$ cat src/rtl/exp_adc_pkg.sv
// Shared definitions for the experiment-ADC SPI link, used by both the
// responder and the ADC-side master.
package exp_adc_pkg;

  typedef enum logic {
    MODE_CNV = 1'b0,
    MODE_REG = 1'b1
  } adc_mode_e;

  localparam logic [23:0] EXIT_WORD        = 24'h801401;
  localparam logic [2:0]  REG_ENTRY_PREFIX = 3'b101;
  localparam int unsigned REG_FRAME_LEN    = 24;
  localparam int unsigned EDGE_CNT_MAX     = 63;

  function automatic int unsigned conv_frame_len(input int unsigned num_sdi);
    return 32 / num_sdi;
  endfunction

endpackage

$ cat src/rtl/spi_pin_sync.sv
// Two-flop synchronizer for one SPI pin plus a third stage for edge detect.
// level, rise and fall are mutually aligned.
module spi_pin_sync #(
  parameter logic ResetVal = 1'b0
) (
  input  logic aclk,
  input  logic aresetn,
  input  logic pin,
  output logic level,
  output logic rise,
  output logic fall
);

  logic [2:0] sync_q;

  always_ff @(posedge aclk or negedge aresetn) begin
    if (!aresetn) begin
      sync_q <= {3{ResetVal}};
      rise   <= 1'b0;
      fall   <= 1'b0;
    end else begin
      sync_q <= {sync_q[1:0], pin};
      rise   <= sync_q[1] & ~sync_q[2];
      fall   <= ~sync_q[1] & sync_q[2];
    end
  end

  assign level = sync_q[2];

endmodule

$ cat src/rtl/axis_exp_adc_responder.sv
// SPI responder emulating the multi-lane experiment ADC: serves conversion
// samples from s_axis and forwards 24-bit register frames on m_axis.
module axis_exp_adc_responder
  import exp_adc_pkg::*;
#(
  parameter int unsigned NUM_SDI  = 4,
  parameter logic [23:0] ExitWord = EXIT_WORD
) (
  input  logic               aclk,
  input  logic               aresetn,
  input  logic               spi_csn,
  input  logic               spi_sck,
  input  logic               spi_sdo,
  output logic [NUM_SDI-1:0] spi_sdi,
  input  logic [31:0]        s_axis_tdata,
  input  logic               s_axis_tvalid,
  output logic               s_axis_tready,
  output logic [31:0]        m_axis_tdata,
  output logic               m_axis_tvalid,
  input  logic               m_axis_tready,
  output logic               reg_mode,
  output logic [7:0]         underrun_count,
  output logic               frame_error
);

  typedef enum logic {IDLE, ACTIVE} frame_state_e;

  localparam logic [5:0] ConvLen = 6'(conv_frame_len(NUM_SDI));
  localparam logic [5:0] RegLen  = 6'(REG_FRAME_LEN);
  localparam logic [5:0] EdgeMax = 6'(EDGE_CNT_MAX);

  logic csn_level, csn_rise, csn_fall;
  logic sck_level, sck_rise, sck_fall;
  logic sdo_level, sdo_rise, sdo_fall;
  logic unused_ok;

  frame_state_e state_q, state_d;
  adc_mode_e    mode_q, mode_d;
  logic         frame_start, frame_end;
  logic         reg_frame, conv_frame, bad_frame, out_busy, drop_word, s_hs;
  logic         ready_en_q, hold_valid_q, hold_snap_q;
  logic [31:0]  hold_data_q, shift_q;
  logic [5:0]   edge_cnt_q;
  logic [23:0]  capture_q;

  spi_pin_sync #(.ResetVal(1'b1)) u_csn_sync (
    .aclk(aclk), .aresetn(aresetn), .pin(spi_csn),
    .level(csn_level), .rise(csn_rise), .fall(csn_fall)
  );
  spi_pin_sync #(.ResetVal(1'b0)) u_sck_sync (
    .aclk(aclk), .aresetn(aresetn), .pin(spi_sck),
    .level(sck_level), .rise(sck_rise), .fall(sck_fall)
  );
  spi_pin_sync #(.ResetVal(1'b0)) u_sdo_sync (
    .aclk(aclk), .aresetn(aresetn), .pin(spi_sdo),
    .level(sdo_level), .rise(sdo_rise), .fall(sdo_fall)
  );

  assign unused_ok = &{1'b0, sck_level, sdo_rise, sdo_fall};

  always_ff @(posedge aclk or negedge aresetn) begin
    if (!aresetn) state_q <= IDLE;
    else          state_q <= state_d;
  end

  always_comb begin
    state_d     = state_q;
    frame_start = 1'b0;
    frame_end   = 1'b0;
    unique case (state_q)
      IDLE: if (csn_fall) begin
        state_d     = ACTIVE;
        frame_start = 1'b1;
      end
      ACTIVE: if (csn_rise) begin
        state_d   = IDLE;
        frame_end = 1'b1;
      end
      default: state_d = IDLE;
    endcase
  end

  assign reg_frame  = frame_end && (edge_cnt_q == RegLen);
  assign conv_frame = frame_end && (edge_cnt_q == ConvLen) && (mode_q == MODE_CNV);
  assign bad_frame  = frame_end && !reg_frame && !conv_frame;
  // A word leaving on m_axis this very cycle frees the slot for the new one.
  assign out_busy   = m_axis_tvalid && !m_axis_tready;
  assign drop_word  = reg_frame && out_busy;
  assign s_hs       = s_axis_tvalid && s_axis_tready;

  always_comb begin
    mode_d = mode_q;
    if (reg_frame) begin
      if (capture_q[23:21] == REG_ENTRY_PREFIX)                 mode_d = MODE_REG;
      else if (mode_q == MODE_REG && capture_q == ExitWord)     mode_d = MODE_CNV;
    end
  end

  always_ff @(posedge aclk or negedge aresetn) begin
    if (!aresetn) begin
      ready_en_q     <= 1'b0;
      hold_valid_q   <= 1'b0;
      hold_data_q    <= '0;
      hold_snap_q    <= 1'b0;
      shift_q        <= '0;
      edge_cnt_q     <= '0;
      capture_q      <= '0;
      mode_q         <= MODE_CNV;
      underrun_count <= '0;
      m_axis_tdata   <= '0;
      m_axis_tvalid  <= 1'b0;
      frame_error    <= 1'b0;
    end else begin
      ready_en_q  <= 1'b1;
      frame_error <= drop_word | bad_frame;
      mode_q      <= mode_d;

      if (conv_frame) begin
        if (hold_snap_q)                    hold_valid_q   <= 1'b0;
        else if (underrun_count != 8'hFF)   underrun_count <= underrun_count + 8'd1;
      end
      if (s_hs) begin
        hold_valid_q <= 1'b1;
        hold_data_q  <= s_axis_tdata;
      end

      if (m_axis_tvalid && m_axis_tready) m_axis_tvalid <= 1'b0;
      if (reg_frame && !out_busy) begin
        m_axis_tvalid <= 1'b1;
        m_axis_tdata  <= {8'h00, capture_q};
      end

      if (frame_start) begin
        edge_cnt_q  <= '0;
        capture_q   <= '0;
        hold_snap_q <= hold_valid_q;
        shift_q     <= (mode_q == MODE_CNV && hold_valid_q) ? hold_data_q : '0;
      end else if (state_q == ACTIVE) begin
        if (sck_rise) begin
          if (edge_cnt_q != EdgeMax) edge_cnt_q <= edge_cnt_q + 6'd1;
          capture_q <= {capture_q[22:0], sdo_level};
        end
        if (sck_fall && mode_q == MODE_CNV) shift_q <= shift_q << NUM_SDI;
      end
    end
  end

  assign s_axis_tready = ready_en_q & ~hold_valid_q;
  assign reg_mode      = (mode_q == MODE_REG);
  assign spi_sdi       = (state_q == ACTIVE && mode_q == MODE_CNV && !csn_level)
                         ? shift_q[31 -: NUM_SDI] : '0;

endmodule

$ cat config.mk
export PLATFORM = sky130hd
export DESIGN_NAME = axis_exp_adc_responder
export DESIGN_NICKNAME = d
export VERILOG_FILES = /design/src/rtl/exp_adc_pkg.sv /design/src/rtl/spi_pin_sync.sv /design/src/rtl/axis_exp_adc_responder.sv
export SDC_FILE = /design/constraint.sdc
export NUM_CORES = 1
export LEC_CHECK = 0
export ABC_AREA = 0
export CAP_MARGIN = 20
export CORE_ASPECT_RATIO = 0.8
export CORE_MARGIN = 5
export CORE_UTILIZATION = 50
export DETAILED_ROUTE_END_ITERATION = 10
export GPL_TIMING_DRIVEN = 0
export PLACE_DENSITY = 0.75
export SLEW_MARGIN = 20
export SYNTH_ARGS = -nofsm -noshare
export SYNTH_HDL_FRONTEND = slang
export SYNTH_SLANG_ARGS = --single-unit
$ cat constraint.sdc
create_clock -name aclk -period 2.22 [get_ports aclk]
set_clock_uncertainty 0.2 [all_clocks]
set_input_delay 0.444 -clock aclk [delete_from_list [all_inputs] [get_ports aclk]]
set_output_delay 0.444 -clock aclk [all_outputs]
set_load 0.01 [all_outputs]
==> results.toml, run 1 <==
[outcome]
outcome = "complete, no violations"

[pwr]
powerDensity_mw_per_mm2 = 932
p_int_w = 0.00544
power_frac_seq = 0.442
comb_power_share = 0.105
peakVddDrop_v = 0.000752
clkPwrFrac = 0.453
switching_share = 0.233
p_switching_w = 0.00166
power.leakage_nw = 3.57

[synth]
synth_flop_cell = "dfrtp_1"
avgSynthCellArea_um2 = 13.0
netlist_area_mm2 = 0.00587
synth_xor_area_frac = 0.0105
ys_seq_area_frac = 0.624
ys_types = 45
synth_edf_count = 0
synth_compound_area_frac = 0.101
synthSimpleGateAreaFrac = 0.106
ys_warn_count = 0
synthArstFlopShare = 1.00
synth.mux.area_fraction = 0.115
ys_seq_elements = 146
synth_top_family_by_area = "multiplexers"
synth_cells = 451
synthAdderAreaFrac = 0.00640

[placed_design]
routabilityCongestion = 0.844
place_area_mm2 = 0.00689
dp_hpwl_um = 8190
portBuffers = 78

[routing]
wl_um = 11900
viasPerCell = 5.46
vias = 3940
ant_nets = 0
drtIter0Drc = 339
drc_errors = 0
drtPass1Iterations = 4
wl_per_cell_um = 16.4

[clocking]
clock_path_buffers = 2
htreeDepth = 4
cts_tree = "built"
insertion_delay_ns = 0.41
cts_root_buffer = "clkbuf_16"
cts_inserted_buffers = 17
cts_sinks = 146
clkTransAtPathRegs_ns = 0.06

[setup_path]
critPathSlowestCell = "clkdlybuf4s50_1"
cp-start-kind = "flop"
critPathMaxStageDelay_ns = 0.55
critical_path_required_ns = 1.58
worstPathMaxFanout = 5
cp.arrival_ns = 1.54
end_kind = "output port"
path_cells = "buf_4, clkdlybuf4s50_1"
critPathKind = "flop to output port"

[floorplan]
num_rows = 35
die_area_mm2 = 0.0140
core_region_area_mm2 = 0.0115
die_y_um = 107
fp.dieW_um = 131
ioPinCount = 87
start_util = 0.509

[timing]
relSlewSlack = 0.578
finalSetupTns_ns = 0
fin_crit_sh = 0.982
max_clock_freq_mhz = 459
finalMaxSlewViolations = 0
finalSetupViolCount = 0
min_period_ns = 2.18
tightest_slew_ns = 0.633
finalHoldViolCount = 0

[layout]
regArea_mm2 = 0.00366
multi_input_area_mm2 = 0.00203
drive_gt1_frac = 0.211
syn2layout_area_growth_pct = 29.9
final_common_cell = "dfrtp_1"
nNetsFinal = 603
diodes = 0
final_core_util = 0.662
final_cell_mix = "dfrtp_1 (141), clkdlybuf4s50_1 (72), nor2_1 (64), mux2_2 (43)"
nFillCells = 836
fin_area_mm2 = 0.00762

[min_path]
hp-class = "flop to flop"

[global_route]
track_usage = 0.181
grt_pass1_vias = 3962
grt_pass1_wl_um = 19700
grt_max_degree = 87
overflow = 0
antenna_found_initial = 0

[run]
drv_cap = 0
## critical path: cells and delay by family (launching register included)
family	cells	cell delay [ns]
flip-flops	1	0.41
buffers and inverters	2	0.72
## power by group through the flow
| stage | Clock (W) | Combinational [W] | Sequential [W] |
|---|---|---|---|
| after global routing | 0.00340 | 0.000855 | 0.00317 |
| final | 0.00322 | 0.000749 | 0.00313 |
| after global placement | 0 | 0.000681 | 0.00316 |
| after floorplan | 0 | 0.000467 | 0.00312 |
| after CTS | 0.00327 | 0.000742 | 0.00313 |
| after detailed placement | 0 | 0.000731 | 0.00317 |
## state kept, by name (all words and copies together) (netlist names), 3 cells and up
name,cells
capture_q,24
shift_q,32
hold_data_q,32
edge_cnt_q,6
u_csn_sync.sync_q,3
u_sdo_sync.sync_q,3
underrun_count,8
m_axis_tdata,24
u_sck_sync.sync_q,3
## timing repair
item / 4_1_cts / 5_1_grt
endpoints found under the hold margin: 82 / 0
resized for setup: 9 / 7
pin swaps: 1 / 1
setup buffers: 2 / 2
hold buffers: 1 / 0
setup endpoints to repair: 5 / 25
## logic make-up (layout without fill, tap and decap cells)
| family | Yosys count | in the layout |
|---|---|---|
| buf+inv | 39 | 155 |
| mux | 60 | 60 |
| simple gates | 123 | 123 |
| xor+xnor | 7 | 7 |
| flops | 146 | 146 |
| other cells | 2 | 9 |
| compound gates | 71 | 71 |
| fa+ha+maj | 3 | 3 |
## metrics by stage
step	instances	total power (W)	setup WS, ns	hold WS, ns
3_5_place_dp	685	0.00391	-0.156	0.135
6_report	722	0.00710	0.0397	0.147
3_3_place_gp	684	0.00384	-5.06	0.134
4_1_cts	720	0.00714	0.0133	0.149
2_1_floorplan	458	0.00359	0.304	-0.0516
5_1_grt	722	0.00742	-0.00599	0.152
## path summary, 6_finish.rpt
path	to	start	slack [ns]	cells past startpoint
hold / removal	u_sdo_sync.sync_q[1]$_DFF_PN0_	u_sdo_sync.sync_q[0]$_DFF_PN0_	0.15	0
max in group asynchronous	shift_q[25]$_DFFE_PN0P_	aresetn	0.68	3
setup reg to reg	m_axis_tdata[3]$_DFFE_PN0P_	edge_cnt_q[0]$_DFFE_PN0P_	0.10	7
setup / recovery	reg_mode	reg_mode$_DFFE_PN0P_	0.04	2
min in group asynchronous	capture_q[16]$_DFFE_PN0P_	aresetn	0.43	2
hold reg to reg	u_sdo_sync.sync_q[1]$_DFF_PN0_	u_sdo_sync.sync_q[0]$_DFF_PN0_	0.15	0
## per-layer routing
layer  vias to the layer above  part of all wire  track usage  wire (um)
met5                         -                 0            0          0
met2                        91              0.48        0.270       5710
li1                       1837                 -            -          -
met4                         0             0.011       0.0624        125
met1                      2002              0.46        0.257       5480
met3                        10             0.046       0.0458        548
## cell type report
class                           count  share of cell area
Sequential cell                   146               0.480
Buffer                             33              0.0253
Multi-Input combinational cell    273               0.267
Timing Repair Buffer               84               0.112
Clock inverter                     13              0.0305
Inverter                            6             0.00296
Clock buffer                       19              0.0581
Tap cell                          148              0.0243
## synthesized netlist by cell type (2+ instances only)
master    number  area (um^2)
inv_1          6         22.5
buf_4          9         67.6
a21o_1         2         15.0
and3_1         4         25.0
dfrtp_1      143         3580
mux2_2        43          484
mux2_1        13          146
buf_2         16         80.1
nand3b_1       2         15.0
nand2_1       13         48.8
nor2b_1        7         43.8
xnor2_1        7         61.3
nor2_1        64          240
ha_1           3         37.5
nand3_1        6         30.0
a221oi_1      28          245
a22o_1        28          245
buf_6          2         22.5
and2_1         5         31.3
a21oi_1        2         10.0
nor4b_1        2         17.5
nand2b_1       3         18.8
dfstp_2        3         78.8
mux2i_1        3         30.0
o21ai_0        4         20.0
nor4_1         3         18.8
nand4_1        5         31.3
conb_1         2         7.51
o21a_1         2         15.0
clkbuf_1       6         22.5
(Power assumes the default switching activity.)
==> run 2, diff against run 1 <==
SLEW_MARGIN = not set   (was 20)
==> run 2 against run 1 <==
Compared with the run above: power shrank 6.0%; highest routed layer unchanged; wire length shrank 0.24%; critical path type unchanged; critical endpoint unchanged; non-clock buffer count is 2 higher; maximum frequency rose by 0.32%; sequential power about the same; final area is 1.1% lower; largest cell class unchanged; sequential cell count unchanged.
==> results.toml, run 2 (synthesized netlist as in run 1, its figures left out) <==
[timing]
tightest_slew_ns = 0.633
finalMaxSlewViolations = 0
finalHoldViolCount = 0
relSlewSlack = 0.578
min_period_ns = 2.17
fin_crit_sh = 0.979
finalSetupTns_ns = 0
max_clock_freq_mhz = 460
worst_slack_ns = 0.0465
finalSetupViolCount = 0

[layout]
final_cell_mix = "dfrtp_1 (141), clkdlybuf4s50_1 (72), nor2_1 (64), mux2_2 (43)"
final_common_cell = "dfrtp_1"
drive_gt1_frac = 0.214
largestRegisters = "hold_data_q: 32 flops, shift_q: 32 flops"
syn2layout_area_growth_pct = 28.5
diodes = 0
nNetsFinal = 605

[setup_path]
r2r_slack_ns = 0.11
r2r-start = "edge_cnt_q[1]$_DFFE_PN0P_"
reg2reg_depth = 7
reg2reg_to = "m_axis_tdata[15]$_DFFE_PN0P_"
critical_path_required_ns = 1.58
critPathKind = "flop to output port"
worstPathMaxFanout = 5
cp.arrival_ns = 1.53
end_kind = "output port"
cp-start-kind = "flop"

[placed_design]
portBuffers = 78
routabilityCongestion = 0.844
dp_hpwl_um = 8210
post-place-ws_ns = -0.145

[clocking]
clock_path_buffers = 2
htreeDepth = 4
cts_inserted_buffers = 17
cts_sinks = 146
clkTransAtPathRegs_ns = 0.06
cts_tree = "built"
insertion_delay_ns = 0.41
cts_root_buffer = "clkbuf_16"

[floorplan]
core_region_area_mm2 = 0.0115
start_util = 0.509
die_area_mm2 = 0.0140
ioPinCount = 87
fp.dieW_um = 131
die_y_um = 107
num_rows = 35

[min_path]
whs_path_depth = 0
holdPathEnd = "u_sdo_sync.sync_q[1]$_DFF_PN0_"
hold_start = "u_sdo_sync.sync_q[0]$_DFF_PN0_"
hp-class = "flop to flop"

[routing]
wl_per_cell_um = 16.4
wl_um = 11800
vias = 3926
viasPerCell = 5.42
drtPass1Iterations = 6
drc_errors = 0
ant_nets = 0
drtIter0Drc = 386

[outcome]
outcome = "complete, no violations"

[global_route]
grt_pass1_vias = 3971
overflow = 0
grt_pass1_wl_um = 19700
track_usage = 0.180
grt_max_degree = 78
antenna_found_initial = 0

[run]
drv_cap = 0

[pwr]
powerDensity_mw_per_mm2 = 885
peakVddDrop_v = 0.000646
power.leakage_nw = 3.53
[run 2: changes by cell type in the layout (fill, tap and decap cells not counted), moves of 2 or more]
cell | previous run | this run
clkinv_2 | 2 | 5
bufinv_16 | 6 | 2
clkinvlp_4 | 1 | 5
clkinv_4 | 4 | 2
buf_4 | 13 | 15
[run 2: how the worst max path moves through the flow]
stage,from,endpoint,slack [ns],cells after the start
after floorplan,edge_cnt_q[0]$_DFFE_PN0P_,m_axis_tdata[3]$_DFFE_PN0P_,0.30,7
after global placement,aresetn,hold_data_q[20]$_DFFE_PN0P_,-5.06,1
after detailed placement,state_q$_DFF_PN0_,spi_sdi[3],-0.15,4
after CTS,hold_valid_q$_DFFE_PN0P_,s_axis_tready,0.01,2
after global routing,edge_cnt_q[1]$_DFFE_PN0P_,m_axis_tdata[3]$_DFFE_PN0P_,-0.002,7
final,reg_mode$_DFFE_PN0P_,reg_mode,0.05,2
[run 2: metrics by stage]
stage	power (W)	instances	instance area, um^2	util	hold WS [ns]
after floorplan	0.00359	458	5890	-	-0.0516
after global placement	0.00384	684	6860	0.595	0.134
after detailed placement	0.00391	685	6890	0.598	0.135
after CTS	0.00668	720	7500	0.651	0.148
after global routing	0.00698	724	7540	0.655	0.152
final	0.00667	724	7540	0.655	0.146
[run 2: timing repair]
action | in CTS | in global routing
setup buffers | 2 | 4
hold buffers | 1 | 0
endpoints found under the hold margin | 69 | 0
gates resized for setup | 9 | 6
pin swaps | 1 | 1
setup endpoints to repair | 5 | 25
[run 2: critical path, stage by stage (launching register included)]
cell             delay (ns)
dfrtp_2                0.41
buf_4                  0.17
clkdlybuf4s50_1        0.55
[run 2: routing by layer]
layer / track usage / wire (um)
met1: 0.258 / 5440
met2: 0.267 / 5600
met5: 0 / 0
met4: 0.0668 / 197
met3: 0.0408 / 607
[run 2: cell type report]
cell class,instances,area [um^2]
timing repair buffer,86,867
fill,860,3980
inverter,6,22.5
tap,148,185
multi-input combinational,273,2030
clock inverter,14,140
sequential,146,3660
buffer,33,193
clock buffer,18,439
[run 2: power by group]
part | internal [W] | switching (W) | total [W]
combinational | 0.000371 | 0.000410 | 0.000781
clock | 0.00167 | 0.00108 | 0.00276
sequential | 0.00295 | 0.000184 | 0.00314
total | 0.00500 | 0.00168 | 0.00667
==> run 3, diff against run 2 <==
CTS_BUF_LIST = sky130_fd_sc_hd__clkbuf_16   (was not set)
==> run 3 against run 2 <==
Compared with the run above: final area shrank 0.20%; critical path type unchanged; largest power group unchanged; first-iteration DRC count shrank 22%; critical path depth unchanged; critical endpoint unchanged; highest routed layer unchanged; wire length fell by 0.48%.
==> results.toml, run 3 (synthesized netlist as in run 1, its figures left out) <==
[outcome]
outcome = "complete, no violations"

[timing]
relSlewSlack = 0.577
finalHoldViolCount = 0
finalSetupViolCount = 0
hold_slack_ns = 0.146
finalMaxSlewViolations = 0
worst_slack_ns = 0.0469
fin_crit_sh = 0.979
max_clock_freq_mhz = 460
finalSetupTns_ns = 0
tightest_slew_ns = 0.635
min_period_ns = 2.17

[pwr]
total_power_w = 0.00663
comb_power_share = 0.117
p_switching_w = 0.00167
power.leakage_nw = 3.52
switching_share = 0.252
p_int_w = 0.00496
power_frac_seq = 0.473
clkPwrFrac = 0.409
powerDensity_mw_per_mm2 = 881
peakVddDrop_v = 0.000648

[run]
drv_cap = 0

[global_route]
grt_pass1_wl_um = 19700
grt_pass1_vias = 3973
grt_max_degree = 78
antenna_found_initial = 0
track_usage = 0.180
overflow = 0

[clocking]
clock_path_buffers = 2
insertion_delay_ns = 0.41
cts_inserted_buffers = 17
htreeDepth = 4
cts_root_buffer = "clkbuf_16"
cts_tree = "built"
cts_sinks = 146
clkTransAtPathRegs_ns = 0.06

[floorplan]
core_region_area_mm2 = 0.0115
fp.dieW_um = 131
die_area_mm2 = 0.0140
start_util = 0.509
ioPinCount = 87
num_rows = 35
die_y_um = 107

[setup_path]
reg2reg_to = "m_axis_tdata[15]$_DFFE_PN0P_"
worstPathMaxFanout = 5
critPathKind = "flop to output port"
r2r_slack_ns = 0.11
reg2reg_depth = 7
path_cells = "buf_4, clkdlybuf4s50_1"
critical_path_required_ns = 1.58
r2r-start = "edge_cnt_q[1]$_DFFE_PN0P_"
cp.arrival_ns = 1.53
critPathSlowestCell = "clkdlybuf4s50_1"
critical_path_buf_inv_count = 2
cpLargestDelayFamily = "buffers and inverters"
cp-start-kind = "flop"
critPathMaxStageDelay_ns = 0.55
end_kind = "output port"

[min_path]
hp-class = "flop to flop"
whs_path_depth = 0
holdPathEnd = "u_sdo_sync.sync_q[1]$_DFF_PN0_"
hold_start = "u_sdo_sync.sync_q[0]$_DFF_PN0_"

[routing]
drtPass1Iterations = 5
viasPerCell = 5.46
vias = 3954
wl_um = 11800
ant_nets = 0
drc_errors = 0
drtIter0Drc = 303
wl_per_cell_um = 16.3

[layout]
nNetsFinal = 605
largestRegisters = "hold_data_q: 32 flops, shift_q: 32 flops"
nFillCells = 859
final_common_cell = "dfrtp_1"
diodes = 0
final_cell_mix = "dfrtp_1 (141), clkdlybuf4s50_1 (72), nor2_1 (64), mux2_2 (43)"
drive_gt1_frac = 0.214
syn2layout_area_growth_pct = 28.3

[placed_design]
portBuffers = 78
post-place-ws_ns = -0.145
dp_hpwl_um = 8210
routabilityCongestion = 0.844
==> run 3: changes by cell type in the layout (fill, tap and decap cells not counted), sizes merged <==
| cell | previous run | this run |
|---|---|---|
| clkdlybuf4s15 | 4 | 3 |
| clkinv | 7 | 8 |
==> run 3: worst max path at each step <==
stage                                             end  slack [ns]                       from  cells past startpoint
after detailed placement                   spi_sdi[3]       -0.15          state_q$_DFF_PN0_                      4
after floorplan           m_axis_tdata[3]$_DFFE_PN0P_        0.30  edge_cnt_q[0]$_DFFE_PN0P_                      7
final                                        reg_mode        0.05       reg_mode$_DFFE_PN0P_                      2
after CTS                               s_axis_tready        0.01   hold_valid_q$_DFFE_PN0P_                      2
after global placement    hold_data_q[20]$_DFFE_PN0P_       -5.06                    aresetn                      1
after global routing      m_axis_tdata[3]$_DFFE_PN0P_      -0.002  edge_cnt_q[1]$_DFFE_PN0P_                      7
==> run 3: per-stage QoR <==
step | utilization | cells | cell area, um^2
2_1_floorplan | - | 458 | 5890
3_3_place_gp | 0.595 | 684 | 6860
3_5_place_dp | 0.598 | 685 | 6890
4_1_cts | 0.651 | 720 | 7490
5_1_grt | 0.653 | 724 | 7520
6_report | 0.653 | 724 | 7520
==> run 3: area by class of cell <==
type                       instances  area [um^2]  area share
tap                              148          185      0.0246
buffer                            33          193      0.0256
inverter                           6         22.5     0.00299
sequential                       146         3660       0.486
multi-input combinational        273         2030       0.270
clock inverter                    15          144      0.0191
clock buffer                      17          425      0.0565
timing repair buffer              86          862       0.115
==> run 3: routing by layer <==
metal  share of wire  vias up  track usage  wire length (um)
met3           0.054       21       0.0453               635
met4           0.020        0       0.0712               231
met2            0.47      123        0.263              5590
met5               0        -            0                 0
li1                -     1836            -                 -
met1            0.45     1974        0.257              5320
==> run 3: repair_timing <==
item                       4_1_cts  5_1_grt
setup endpoints to repair        5       25
pin swaps                        1        1
hold buffers                     1        0
hold endpoints to repair        69        0
resized for setup                9        7
buffers inserted                 2        4
==> run 3: power by group through the flow <==
stage | clock (W) | combinational, W | sequential (W)
finish | 0.00271 | 0.000778 | 0.00314
global route | 0.00287 | 0.000890 | 0.00317
CTS | 0.00277 | 0.000741 | 0.00313
global placement | 0 | 0.000681 | 0.00316
floorplan | 0 | 0.000467 | 0.00312
detailed placement | 0 | 0.000729 | 0.00318
